==> src/rtl/alu_issue_stage_if.sv <==
// ID->EX issue bus: ID-side beat inputs, EX-side handshake and registered payload.
interface alu_issue_stage_if #(
    parameter int DW = 32
);
    logic          i_id_valid;
    logic          o_id_ready;
    logic [DW-1:0] i_instr;
    logic [DW-1:0] i_pc;
    logic [DW-1:0] i_rs1_data;
    logic [DW-1:0] i_rs2_data;
    logic          i_flush;
    logic          i_ex_ready;
    logic          o_ex_valid;
    logic [DW-1:0] o_op_a;
    logic [DW-1:0] o_op_b;
    logic [3:0]    o_alu_op;
    logic [4:0]    o_rd_addr;
    logic          o_rd_wren;
    logic          o_illegal;

    // Issue stage side
    modport slave (
        input  i_id_valid, i_instr, i_pc, i_rs1_data, i_rs2_data, i_flush, i_ex_ready,
        output o_id_ready, o_ex_valid, o_op_a, o_op_b, o_alu_op, o_rd_addr, o_rd_wren, o_illegal
    );

    // Driver / observer side
    modport master (
        output i_id_valid, i_instr, i_pc, i_rs1_data, i_rs2_data, i_flush, i_ex_ready,
        input  o_id_ready, o_ex_valid, o_op_a, o_op_b, o_alu_op, o_rd_addr, o_rd_wren, o_illegal
    );
endinterface

==> src/rtl/alu_issue_stage.sv <==
// RV32I ID->EX issue stage: decodes ALU op/operands and holds them in a
// single-entry pipeline register with valid/ready, stall and flush.
module alu_issue_stage #(
    parameter int DW = 32
) (
    input  logic               i_clk,
    input  logic               i_rst_n,
    alu_issue_stage_if.slave   bus
);
    typedef enum logic [3:0] {
        ALU_ADD  = 4'b0000,
        ALU_SUB  = 4'b0001,
        ALU_SLL  = 4'b0010,
        ALU_SLT  = 4'b0100,
        ALU_SLTU = 4'b0110,
        ALU_XOR  = 4'b1000,
        ALU_SRL  = 4'b1010,
        ALU_SRA  = 4'b1011,
        ALU_OR   = 4'b1100,
        ALU_AND  = 4'b1110
    } alu_op_e;

    typedef enum logic [6:0] {
        OPC_OP     = 7'b0110011,
        OPC_OP_IMM = 7'b0010011,
        OPC_LUI    = 7'b0110111,
        OPC_AUIPC  = 7'b0010111,
        OPC_LOAD   = 7'b0000011,
        OPC_STORE  = 7'b0100011,
        OPC_BRANCH = 7'b1100011,
        OPC_JAL    = 7'b1101111,
        OPC_JALR   = 7'b1100111
    } opcode_e;

    localparam logic [6:0] F7_ZERO = 7'b0000000;
    localparam logic [6:0] F7_ALT  = 7'b0100000;

    // f3 -> ALU op; alt selects SUB/SRA on the 000/101 slots
    function automatic alu_op_e f3_to_op(input logic [2:0] f3, input logic alt);
        case (f3)
            3'b000:  f3_to_op = alt ? ALU_SUB : ALU_ADD;
            3'b001:  f3_to_op = ALU_SLL;
            3'b010:  f3_to_op = ALU_SLT;
            3'b011:  f3_to_op = ALU_SLTU;
            3'b100:  f3_to_op = ALU_XOR;
            3'b101:  f3_to_op = alt ? ALU_SRA : ALU_SRL;
            3'b110:  f3_to_op = ALU_OR;
            default: f3_to_op = ALU_AND;
        endcase
    endfunction

    logic [6:0]    opcode;
    logic [2:0]    f3;
    logic [6:0]    f7;
    logic [4:0]    rd;
    logic [DW-1:0] imm_i, imm_s, imm_u, shamt;

    logic [DW-1:0] dec_a, dec_b;
    alu_op_e       dec_op;
    logic          dec_wb, dec_wren, dec_illegal;

    logic          ex_valid_q, ex_valid_d;
    logic [DW-1:0] op_a_q, op_a_d, op_b_q, op_b_d;
    alu_op_e       alu_op_q, alu_op_d;
    logic [4:0]    rd_addr_q, rd_addr_d;
    logic          rd_wren_q, rd_wren_d;
    logic          illegal_q, illegal_d;
    logic          id_ready, load;

    // Instruction field extraction and immediates
    always_comb begin
        opcode = bus.i_instr[6:0];
        f3     = bus.i_instr[14:12];
        f7     = bus.i_instr[31:25];
        rd     = bus.i_instr[11:7];
        imm_i  = {{20{bus.i_instr[31]}}, bus.i_instr[31:20]};
        imm_s  = {{20{bus.i_instr[31]}}, bus.i_instr[31:25], bus.i_instr[11:7]};
        imm_u  = {bus.i_instr[31:12], 12'b0};
        shamt  = {27'b0, bus.i_instr[24:20]};
    end

    // Decode operands, ALU op and writeback; illegal beats are forced to a zero payload
    always_comb begin
        dec_a       = '0;
        dec_b       = '0;
        dec_op      = ALU_ADD;
        dec_wb      = 1'b0;
        dec_illegal = 1'b0;
        case (opcode)
            OPC_OP: begin
                dec_a  = bus.i_rs1_data;
                dec_b  = bus.i_rs2_data;
                dec_op = f3_to_op(f3, f7[5]);
                dec_wb = 1'b1;
                if (!((f7 == F7_ZERO) || ((f7 == F7_ALT) && (f3 == 3'b000 || f3 == 3'b101))))
                    dec_illegal = 1'b1;
            end
            OPC_OP_IMM: begin
                dec_a  = bus.i_rs1_data;
                dec_b  = imm_i;
                dec_wb = 1'b1;
                if (f3 == 3'b001) begin
                    dec_b  = shamt;
                    dec_op = ALU_SLL;
                    if (f7 != F7_ZERO) dec_illegal = 1'b1;
                end else if (f3 == 3'b101) begin
                    dec_b = shamt;
                    if (f7 == F7_ZERO)     dec_op = ALU_SRL;
                    else if (f7 == F7_ALT) dec_op = ALU_SRA;
                    else                   dec_illegal = 1'b1;
                end else begin
                    dec_op = f3_to_op(f3, 1'b0);
                end
            end
            OPC_LUI: begin
                dec_b  = imm_u;
                dec_wb = 1'b1;
            end
            OPC_AUIPC: begin
                dec_a  = bus.i_pc;
                dec_b  = imm_u;
                dec_wb = 1'b1;
            end
            OPC_LOAD: begin
                dec_a  = bus.i_rs1_data;
                dec_b  = imm_i;
                dec_wb = 1'b1;
            end
            OPC_STORE: begin
                dec_a = bus.i_rs1_data;
                dec_b = imm_s;
            end
            OPC_BRANCH: begin
                dec_a  = bus.i_rs1_data;
                dec_b  = bus.i_rs2_data;
                dec_op = ALU_SUB;
            end
            OPC_JAL, OPC_JALR: begin
                dec_a  = bus.i_pc;
                dec_b  = 32'd4;
                dec_wb = 1'b1;
            end
            default: dec_illegal = 1'b1;
        endcase
        if (dec_illegal) begin
            dec_a  = '0;
            dec_b  = '0;
            dec_op = ALU_ADD;
            dec_wb = 1'b0;
        end
        dec_wren = dec_wb && (rd != 5'd0);
    end

    // Pipeline register next state: flush beats load, load beats consume, stall holds
    always_comb begin
        id_ready   = !ex_valid_q || bus.i_ex_ready;
        load       = bus.i_id_valid && id_ready && !bus.i_flush;
        ex_valid_d = ex_valid_q;
        op_a_d     = op_a_q;
        op_b_d     = op_b_q;
        alu_op_d   = alu_op_q;
        rd_addr_d  = rd_addr_q;
        rd_wren_d  = rd_wren_q;
        illegal_d  = illegal_q;
        if (bus.i_flush) begin
            ex_valid_d = 1'b0;
        end else if (load) begin
            ex_valid_d = 1'b1;
            op_a_d     = dec_a;
            op_b_d     = dec_b;
            alu_op_d   = dec_op;
            rd_addr_d  = rd;
            rd_wren_d  = dec_wren;
            illegal_d  = dec_illegal;
        end else if (bus.i_ex_ready) begin
            ex_valid_d = 1'b0;
        end
    end

    // ID/EX register with synchronous active-low reset
    always_ff @(posedge i_clk) begin
        if (!i_rst_n) begin
            ex_valid_q <= 1'b0;
            op_a_q     <= '0;
            op_b_q     <= '0;
            alu_op_q   <= ALU_ADD;
            rd_addr_q  <= '0;
            rd_wren_q  <= 1'b0;
            illegal_q  <= 1'b0;
        end else begin
            ex_valid_q <= ex_valid_d;
            op_a_q     <= op_a_d;
            op_b_q     <= op_b_d;
            alu_op_q   <= alu_op_d;
            rd_addr_q  <= rd_addr_d;
            rd_wren_q  <= rd_wren_d;
            illegal_q  <= illegal_d;
        end
    end

    assign bus.o_id_ready = id_ready;
    assign bus.o_ex_valid = ex_valid_q;
    assign bus.o_op_a     = op_a_q;
    assign bus.o_op_b     = op_b_q;
    assign bus.o_alu_op   = alu_op_q;
    assign bus.o_rd_addr  = rd_addr_q;
    assign bus.o_rd_wren  = rd_wren_q;
    assign bus.o_illegal  = illegal_q;
endmodule
==> src/flat_wrapper.sv <==
// flat-port wrapper written by rule: the top's interface ports become plain ports
module alu_issue_stage_flat 
#(
    parameter int DW = 32
)
  (i_clk, i_rst_n, bus_i_id_valid, bus_i_instr, bus_i_pc, bus_i_rs1_data, bus_i_rs2_data, bus_i_flush, bus_i_ex_ready, bus_o_id_ready, bus_o_ex_valid, bus_o_op_a, bus_o_op_b, bus_o_alu_op, bus_o_rd_addr, bus_o_rd_wren, bus_o_illegal);
  alu_issue_stage_if #(.DW(DW)) bus_i ();
  input  logic i_clk;
  input  logic i_rst_n;
  input wire logic [$bits(bus_i.i_id_valid)-1:0] bus_i_id_valid;
  input wire logic [$bits(bus_i.i_instr)-1:0] bus_i_instr;
  input wire logic [$bits(bus_i.i_pc)-1:0] bus_i_pc;
  input wire logic [$bits(bus_i.i_rs1_data)-1:0] bus_i_rs1_data;
  input wire logic [$bits(bus_i.i_rs2_data)-1:0] bus_i_rs2_data;
  input wire logic [$bits(bus_i.i_flush)-1:0] bus_i_flush;
  input wire logic [$bits(bus_i.i_ex_ready)-1:0] bus_i_ex_ready;
  output wire logic [$bits(bus_i.o_id_ready)-1:0] bus_o_id_ready;
  output wire logic [$bits(bus_i.o_ex_valid)-1:0] bus_o_ex_valid;
  output wire logic [$bits(bus_i.o_op_a)-1:0] bus_o_op_a;
  output wire logic [$bits(bus_i.o_op_b)-1:0] bus_o_op_b;
  output wire logic [$bits(bus_i.o_alu_op)-1:0] bus_o_alu_op;
  output wire logic [$bits(bus_i.o_rd_addr)-1:0] bus_o_rd_addr;
  output wire logic [$bits(bus_i.o_rd_wren)-1:0] bus_o_rd_wren;
  output wire logic [$bits(bus_i.o_illegal)-1:0] bus_o_illegal;
  assign bus_i.i_id_valid = bus_i_id_valid;
  assign bus_i.i_instr = bus_i_instr;
  assign bus_i.i_pc = bus_i_pc;
  assign bus_i.i_rs1_data = bus_i_rs1_data;
  assign bus_i.i_rs2_data = bus_i_rs2_data;
  assign bus_i.i_flush = bus_i_flush;
  assign bus_i.i_ex_ready = bus_i_ex_ready;
  assign bus_o_id_ready = bus_i.o_id_ready;
  assign bus_o_ex_valid = bus_i.o_ex_valid;
  assign bus_o_op_a = bus_i.o_op_a;
  assign bus_o_op_b = bus_i.o_op_b;
  assign bus_o_alu_op = bus_i.o_alu_op;
  assign bus_o_rd_addr = bus_i.o_rd_addr;
  assign bus_o_rd_wren = bus_i.o_rd_wren;
  assign bus_o_illegal = bus_i.o_illegal;
  alu_issue_stage #(.DW(DW)) u_core (.i_clk(i_clk), .i_rst_n(i_rst_n), .bus(bus_i));
endmodule
==> config.mk <==
export PLATFORM = sky130hd
export DESIGN_NAME = alu_issue_stage_flat
export DESIGN_NICKNAME = d
export VERILOG_FILES = /design/src/rtl/alu_issue_stage_if.sv /design/src/rtl/alu_issue_stage.sv /design/src/flat_wrapper.sv
export SDC_FILE = /design/constraint.sdc
export NUM_CORES = 1
export LEC_CHECK = 0
export BUFFER_PORTS_ARGS = -buffer_cell sky130_fd_sc_hd__buf_4
export CAP_MARGIN = 20
export CORE_ASPECT_RATIO = 1.75
export CORE_MARGIN = 10
export CORE_UTILIZATION = 44
export DETAILED_ROUTE_END_ITERATION = 10
export PLACE_DENSITY_LB_ADDON = 0.2
export SLEW_MARGIN = 30
export SYNTH_ARGS = -nofsm -noshare
export SYNTH_HDL_FRONTEND = slang
export SYNTH_SLANG_ARGS = --single-unit
==> constraint.sdc <==
create_clock -name i_clk -period 2.2 [get_ports i_clk]
set_input_delay 0.44 -clock i_clk [delete_from_list [all_inputs] [get_ports i_clk]]
set_output_delay 0.44 -clock i_clk [all_outputs]
set_load 0.02 [all_outputs]
-- Yosys cells after proc, flatten, opt, wreduce, memory -nomap -nowiden
Index checks and enable logic that the tools add are counted.
- bits in registers: 76
- input port bits: 133
- output and inout bits: 77
- word-level logic and storage cells: 75
- equality and inequality tests: 16
- multiplexer cells: 27
- bitwise operators: 2
- reduce and logical (&&, ||, !) cells: 23
- operators with widths (operator ; number):
    32-bit case mux with 6 select lines ; 1
    32-bit two-way mux ; 4
    32-bit case mux with 2 select lines ; 1
    7-bit by 6-bit equality test with 1-bit output (second input constant) ; 4
    4-bit case mux with 7 select lines ; 1
    7-bit equality test (second input constant) ; 3
    4-bit two-way mux ; 5
    4-bit case mux with 5 select lines ; 1
    7-bit by 5-bit equality test with 1-bit output (second input constant) ; 2
    7-bit OR reduction ; 2
    1-bit two-way mux ; 12
    4-bit case mux with 3 select lines ; 1
    3-bit equality test (second input constant) ; 3
    2-bit OR reduction ; 4
    7-bit by 2-bit equality test with 1-bit output (second input constant) ; 1
    7-bit zero test ; 1
    7-bit nonzero test ; 1
    3-bit by 2-bit equality test with 1-bit output (second input constant) ; 2
    5-bit nonzero test ; 1
    5-bit OR reduction ; 1
    1-bit logical AND ; 4
    3-bit by 1-bit equality test with 1-bit output (second input constant) ; 1
    3-bit zero test ; 1
    1-bit logical OR ; 3
    other kinds (6) ; 8

-- Longest topological paths before layout
Gate-level depths: netlist (run 1).
- word-level depth: 8
- mapped depth: 9

-- Worst setup path before layout (run 1)
No wires, ideal clock.
- kind: flip-flop to flip-flop
- from: register u_core.ex_valid_q, in the netlist u_core.bus.o_ex_valid
- to: register u_core.op_a_q[0], in the netlist u_core.bus.o_op_a[0]
- library setup time: 0.067 ns
- data arrival time: 1.720 ns
- setup slack: 0.413 ns
- stages on the path, launching flop included: 10
- buffers on the path: 3
- clock period less this slack: 1.787 ns
- path through: dfxtp_1 -> nor2b_1 -> inv_1 -> nand3b_1 -> and2_1 -> buf_2 -> buf_4 -> buf_2 -> nand2_1 -> o21ai_2
- cells in the longest elaborated chain, start to end: 5
- RTL lines (what ; line ; source):
    from (decl) ; alu_issue_stage.sv:62 ; logic ex_valid_q, ex_valid_d;
    from (signal assigned) ; alu_issue_stage.sv:191 ; ex_valid_q <= ex_valid_d;
    1-bit zero test ; alu_issue_stage.sv:156 ; id_ready = !ex_valid_q || bus.i_ex_ready;
    1-bit logical OR ; alu_issue_stage.sv:156 ;
    net bus_o_id_ready ; flat_wrapper.sv:17 ; output wire logic [$bits(bus_i.o_id_ready)-1:0] bus_o_id_ready;
    1-bit logical AND (2 in series) ; alu_issue_stage.sv:157 ; load = bus.i_id_valid && id_ready && !bus.i_flush;
    2-bit AND reduction (no source line) ; n/a ;
    to (signal assigned) ; alu_issue_stage.sv:192 ; op_a_q <= op_a_d;
    to (decl) ; alu_issue_stage.sv:63 ; logic [DW-1:0] op_a_q, op_a_d, op_b_q, op_b_d;
The timed path passes the listed nets, and every way through them passes these cells.
A chain may end at the register's enable or synchronous reset.

-- Worst setup path in the final report (run 1)
- from: register u_core.ex_valid_q, in the netlist u_core.bus.o_ex_valid
- to: register u_core.op_a_q[2], in the netlist u_core.bus.o_op_a[2]
- cells in the longest elaborated chain, start to end: 5
- RTL lines (what ; line):
    1-bit zero test ; alu_issue_stage.sv:156
    1-bit logical OR ; alu_issue_stage.sv:156
    1-bit logical AND (2 in series) ; alu_issue_stage.sv:157
    2-bit AND reduction (no source line) ; n/a
No other way between the ends.

==> results.ini, run 1 <==
[logic_synthesis]
synth_flop_cell=dfxtp_1
synth_cells=403
synth_async_sr_flop_share_pct=0
synth_seq_cells=76
yosysUniqueCellTypes=44
avgSynthCellArea_um2=8.84
yosys_warnings=0
synth-seq-area-share_pct=42.7
synth_edf_count=0
syn_nets=536
syn_area_um2=3560

[detailed_routing]
routed_wl_mm=12.6
dr.pass1.iters=5
via_per_inst=5.48
routedWlPerCell_um=18.1
drtAntennaViolNets=0
drc=0
num_vias=3822
drtIter0Drc=147

[layout]
drive_gt1_share_pct=47.4
layout.nets=736
diodes=0
regArea_um2=1520
areaGrowthSynthToFinish_pct=55.1
final_cells=698
fill_cells=659
multi_input_area_um2=1850

[clock_tree]
cts_root_buf=clkbuf_16
clkTransAtPathRegs_ps=60
max-clock-path-buffers=2
cts_tree=yes
clock_sinks=76
worst_skew_pair.late_latency_ps=320
cts_buffers=9
ctsHoldBuffers=0
htree_levels=3
cts_setup_buffers=0
cts_resized=0

[timing]
post-route-period-util_pct=81.0
max_slew_margin_pct=55.9
drv_slew=0
hold_viol_final=0
setup_viol=0
fmax_mhz=561
fin_worst_skew_ps=1.71
rsz0062_at_grt=no
period_needed_ps=1780
max_slew.worst_pin.slew_ps=660
setup_tns_ps=0

[floorplanning]
core.rowCount=43
initial_core_util_pct=45.0
die_w_um=88.0
pin_count=210
die_h_um=139
die_area_um2=12200
core_region_area_um2=7910

[grt]
grt_max_degree=41
antenna_found_initial=0
grt_pass1_vias=3987
grt_pass1_wl_mm=19.6
grt-ovfl-total=0
track_usage_pct=19.9

[pwr]
p_leak_uw=0.00228
p_per_area_nw_per_um2=591
vdd_ir_drop_max_uv=457

[worst_setup_path]
cp_max_fo=33
critPathCaptureType=flop
start_kind=flop
crit_arrival_ps=2040
critPathKind=reg -> reg
cp.required_ps=2460

[flow_run]
maxCapViolations=0

[placement]
numPortBuffers=209
hpwl_mm=10.4
place.gp.congestion=0.941
placedCellCount=682

[min_path]
worstHoldPathType=in -> reg

[outcome]
status=finished clean

-- worst paths after layout --
check                        start                    end  slack, ps  depth (start not counted)
min reg2reg  u_core.bus.o_op_a[29]  u_core.bus.o_op_a[29]        450                          2
max reg2reg  u_core.bus.o_ex_valid   u_core.bus.o_op_a[2]        420                          7
max          u_core.bus.o_ex_valid   u_core.bus.o_op_a[2]        420                          7
min                    bus_i_flush  u_core.bus.o_ex_valid        290                          2
-- layer usage --
metal,vias up,global-route usage (%),share of wire [%]
met5,-,0,0
met4,0,10.4,3.8
met3,34,8.47,11
met2,160,35.2,54
met1,1755,18.3,32
li1,1873,-,-
-- kinds of logic after synthesis --
kind of cell / synth area share, %
AO/OA/AOI/OAI: 33.8
XOR/XNOR: 0.246
buffers and inverters: 5.76
flip-flops: 42.7
AND/OR/NAND/NOR: 17.5
-- synth_stat cells, types with 2 or more instances --
| cell | instances | share of area (%) |
|---|---|---|
| a21boi_0 | 5 | 1.1 |
| a22oi_1 | 38 | 8.0 |
| buf_4 | 3 | 0.63 |
| o21ai_0 | 20 | 2.8 |
| o21ai_1 | 11 | 1.5 |
| and2_1 | 3 | 0.53 |
| o21a_1 | 2 | 0.42 |
| nand3b_1 | 7 | 1.5 |
| nor4_2 | 2 | 0.70 |
| nand2_1 | 90 | 9.5 |
| nand2b_1 | 7 | 1.2 |
| o21ai_2 | 40 | 9.8 |
| buf_2 | 15 | 2.1 |
| a221oi_1 | 21 | 5.2 |
| nor3b_1 | 3 | 0.63 |
| a21oi_1 | 12 | 1.7 |
| dfxtp_1 | 76 | 43 |
| nor2_1 | 8 | 0.84 |
| inv_1 | 3 | 0.32 |
| clkbuf_2 | 2 | 0.28 |
| buf_6 | 5 | 1.6 |
| clkbuf_1 | 7 | 0.74 |
| nor4b_1 | 2 | 0.49 |
-- through the flow --
stage	utilization, %	area [um2]	total power [uW]	hold slack [ps]	setup WS (ps)
final	69.8	5520	3260	288	418
after global routing	69.8	5520	3370	278	254
after CTS	69.8	5520	3300	274	406
after detailed placement	65.9	5210	1790	442	106
after global placement	65.9	5210	1780	435	176
after floorplan	-	3560	1540	516	413
-- flip-flops by register name, indices dropped and copies added (netlist names) --
| register | cells |
|---|---|
| u_core.bus.o_alu_op | 4 |
| u_core.bus.o_ex_valid | 1 |
| u_core.bus.o_illegal | 1 |
| u_core.bus.o_op_a | 32 |
| u_core.bus.o_op_b | 32 |
| u_core.bus.o_rd_addr | 5 |
| u_core.bus.o_rd_wren | 1 |
-- cells in the final DEF (no fill, tap or decap), drive strengths merged, types with 2 or more instances in the layout --
cell type    n
a21boi       7
a21oi       12
a221oi      21
a22oi       38
and2         3
buf        221
clkbuf      13
clkinv       2
dfxtp       76
inv          4
nand2       90
nand2b       7
nand3        2
nand3b       7
nor2         8
nor3b        3
nor4         3
nor4b        2
o21a         2
o21ai       71
o221ai       2
-- area by class of cell --
cell class	count	area share, %
flip-flops and latches	76	27.5
repair buffers	221	30.9
clock inverters	3	0.793
clock buffers	13	4.89
multi-input cells	291	33.5
inverters	4	0.272
well taps	90	2.04
-- critical path: stages (launching register included) --
cell      delay, ps
dfxtp_1         300
nor2b_1         150
inv_1            80
nand3b_1        260
nor3_2          340
nand3_4         190
buf_12          230
o21ai_2         150
-- report_power, final --
group          leakage, uW  switching (uW)  internal (uW)
Clock             0.000156             531            971
Combinational      0.00151             165            208
Sequential        0.000613            3.25           1380
Total              0.00228             699           2560
No activity file was read; power rests on OpenSTA's default activity.
==> run 2, diff against run 1 <==
==> constraint.sdc (replaced) <==
create_clock -name i_clk -period 1.8 [get_ports i_clk]
set_input_delay 0.36 -clock i_clk [delete_from_list [all_inputs] [get_ports i_clk]]
set_output_delay 0.36 -clock i_clk [all_outputs]
set_load 0.02 [all_outputs]
==> run 2 against run 1 <==
Against the previous run: global-route usage up 0.56 points; sequential power up 22%; wire length up 3.3%; core utilization up 0.92 points; largest cell class unchanged; count of clock-buffer cells in the layout down 1; worst hold slack worse by 75 ps; clock power up 16%; via count up 1.0%; critical endpoint is now u_core.bus.o_op_a[28]; largest power group unchanged; worst setup slack worse by 250 ps.
==> results.ini, run 2 (synthesized netlist as in run 1, its figures left out) <==
[placement]
place.gp.congestion=0.922
hpwl_mm=10.4
placedCellCount=692
numPortBuffers=209

[min_path]
min_from=bus_i_flush
worstHoldPathType=in -> reg
min_to=u_core.bus.o_ex_valid
hold_depth=2

[flow_run]
maxCapViolations=0

[timing]
max_slew_margin_pct=55.2
period_needed_ps=1630
max_slew.worst_pin.slew_ps=670
setup_viol=0
fmax_mhz=614
fin_worst_skew_ps=4.40
post-route-period-util_pct=90.4
hold_viol_final=0
rsz0062_at_grt=no
drv_slew=0

[clock_tree]
htree_levels=3
worst_skew_pair.late_latency_ps=320
max-clock-path-buffers=2
cts_buffers=9
cts_root_buf=clkbuf_16
ctsHoldBuffers=0
cts_resized=0
clkTransAtPathRegs_ps=50
cts_tree=yes
clock_sinks=76

[floorplanning]
core.rowCount=43
pin_count=210
die_area_um2=12200
die_h_um=139
die_w_um=88.0
initial_core_util_pct=45.0
core_region_area_um2=7910

[worst_setup_path]
crit_arrival_ps=1870
r2r_cells=7
reg2reg_from=u_core.bus.o_ex_valid
start_kind=input port
cp.required_ps=2040
reg2reg_to=u_core.bus.o_op_a[28]
cp_max_fo=50
r2r_slack_ps=220
critPathKind=in -> reg
critPathCaptureType=flop

[detailed_routing]
routed_wl_mm=13.0
drc=0
via_per_inst=5.46
drtAntennaViolNets=0
num_vias=3862
routedWlPerCell_um=18.4
drtIter0Drc=124
dr.pass1.iters=5

[layout]
layout_common_cells=buf_4 (227), nand2_1 (90), dfxtp_1 (76), o21ai_2 (40), a22oi_1 (38)
final_cells=707
layout.nets=747
diodes=0
mostFrequentLayoutCell=buf_4
fill_cells=667
multi_input_area_um2=1850
regArea_um2=1520
drive_gt1_share_pct=48.1
areaGrowthSynthToFinish_pct=57.1

[pwr]
seq_power_share_pct=43.3
vdd_ir_drop_max_uv=551
p_clk_share_pct=44.5
p_leak_uw=0.00232
combPwrFrac_pct=12.2
p_sw_share_pct=21.2
p_switching_uw=829
intPower_uw=3090
p_per_area_nw_per_um2=700
finalPower_uw=3920

[grt]
grt_max_degree=60
antenna_found_initial=0
track_usage_pct=20.5
grt-ovfl-total=0
grt_pass1_wl_mm=20.0
grt_pass1_vias=3990

[outcome]
status=finished clean

[run 2: cell types whose count changed in the layout (fill, tap and decap cells not counted), sizes merged]
cell    delta
clkinv     -1
clkbuf     -1
buf       +11
[run 2: layer usage]
metal	part of all wire, %	vias to the layer above	global-route usage (%)
li1	-	1894	-
met1	32	1781	18.4
met2	53	165	37.1
met4	2.9	0	8.85
met3	11	22	9.18
met5	0	-	0
[run 2: power groups by stage]
| stage | registers, uW | clock network [uW] | logic (uW) |
|---|---|---|---|
| 2_1_floorplan | 1740 | 0 | 142 |
| 3_3_place_gp | 1730 | 0 | 462 |
| 3_5_place_dp | 1730 | 0 | 470 |
| 4_1_cts | 1700 | 1790 | 474 |
| 5_1_grt | 1700 | 1850 | 512 |
| 6_report | 1700 | 1740 | 477 |
[run 2: worst max-delay path, stage by stage]
cell,delay (ps)
buf_4,130
nor4_4,270
buf_4,170
a31oi_1,120
o221ai_2,260
nand3_4,120
buf_12,200
o21ai_0,200
[run 2: what timing repair did]
action | in CTS | in global routing
endpoints found under the hold margin | 0 | 0
buffers inserted | 0 | 1
endpoints found under the setup margin | 0 | 2
[run 2: stage by stage]
step	util, %	TNS (ps)	area [um2]	setup slack [ps]	hold WS (ps)
floorplan	-	0	3560	13.3	436
global placement	67.0	-3770	5300	-70.3	437
detailed placement	67.0	-7610	5300	-182	442
CTS	70.7	0	5590	120	200
global route	70.7	0	5600	28.6	204
finish	70.7	0	5600	172	213
[run 2: layout make-up]
class	count	share of cell area (%)
multi-input cells	291	33.1
repair buffers	232	32.2
flip-flops and latches	76	27.2
clock buffers	12	4.58
well taps	90	2.01
clock inverters	2	0.626
inverters	4	0.268
[run 2: how the worst max path moves through the flow]
stage	startpoint	to	slack (ps)	cells after the start
after floorplan	u_core.bus.o_ex_valid	u_core.bus.o_op_a[0]	10	9
after global placement	bus_i_instr[26]	u_core.bus.o_op_a[25]	-70	7
after detailed placement	bus_i_instr[26]	u_core.bus.o_op_a[28]	-180	7
after CTS	bus_i_instr[26]	u_core.bus.o_op_a[28]	120	7
after global routing	bus_i_instr[27]	u_core.bus.o_op_a[23]	30	8
final	bus_i_instr[27]	u_core.bus.o_op_a[28]	170	8
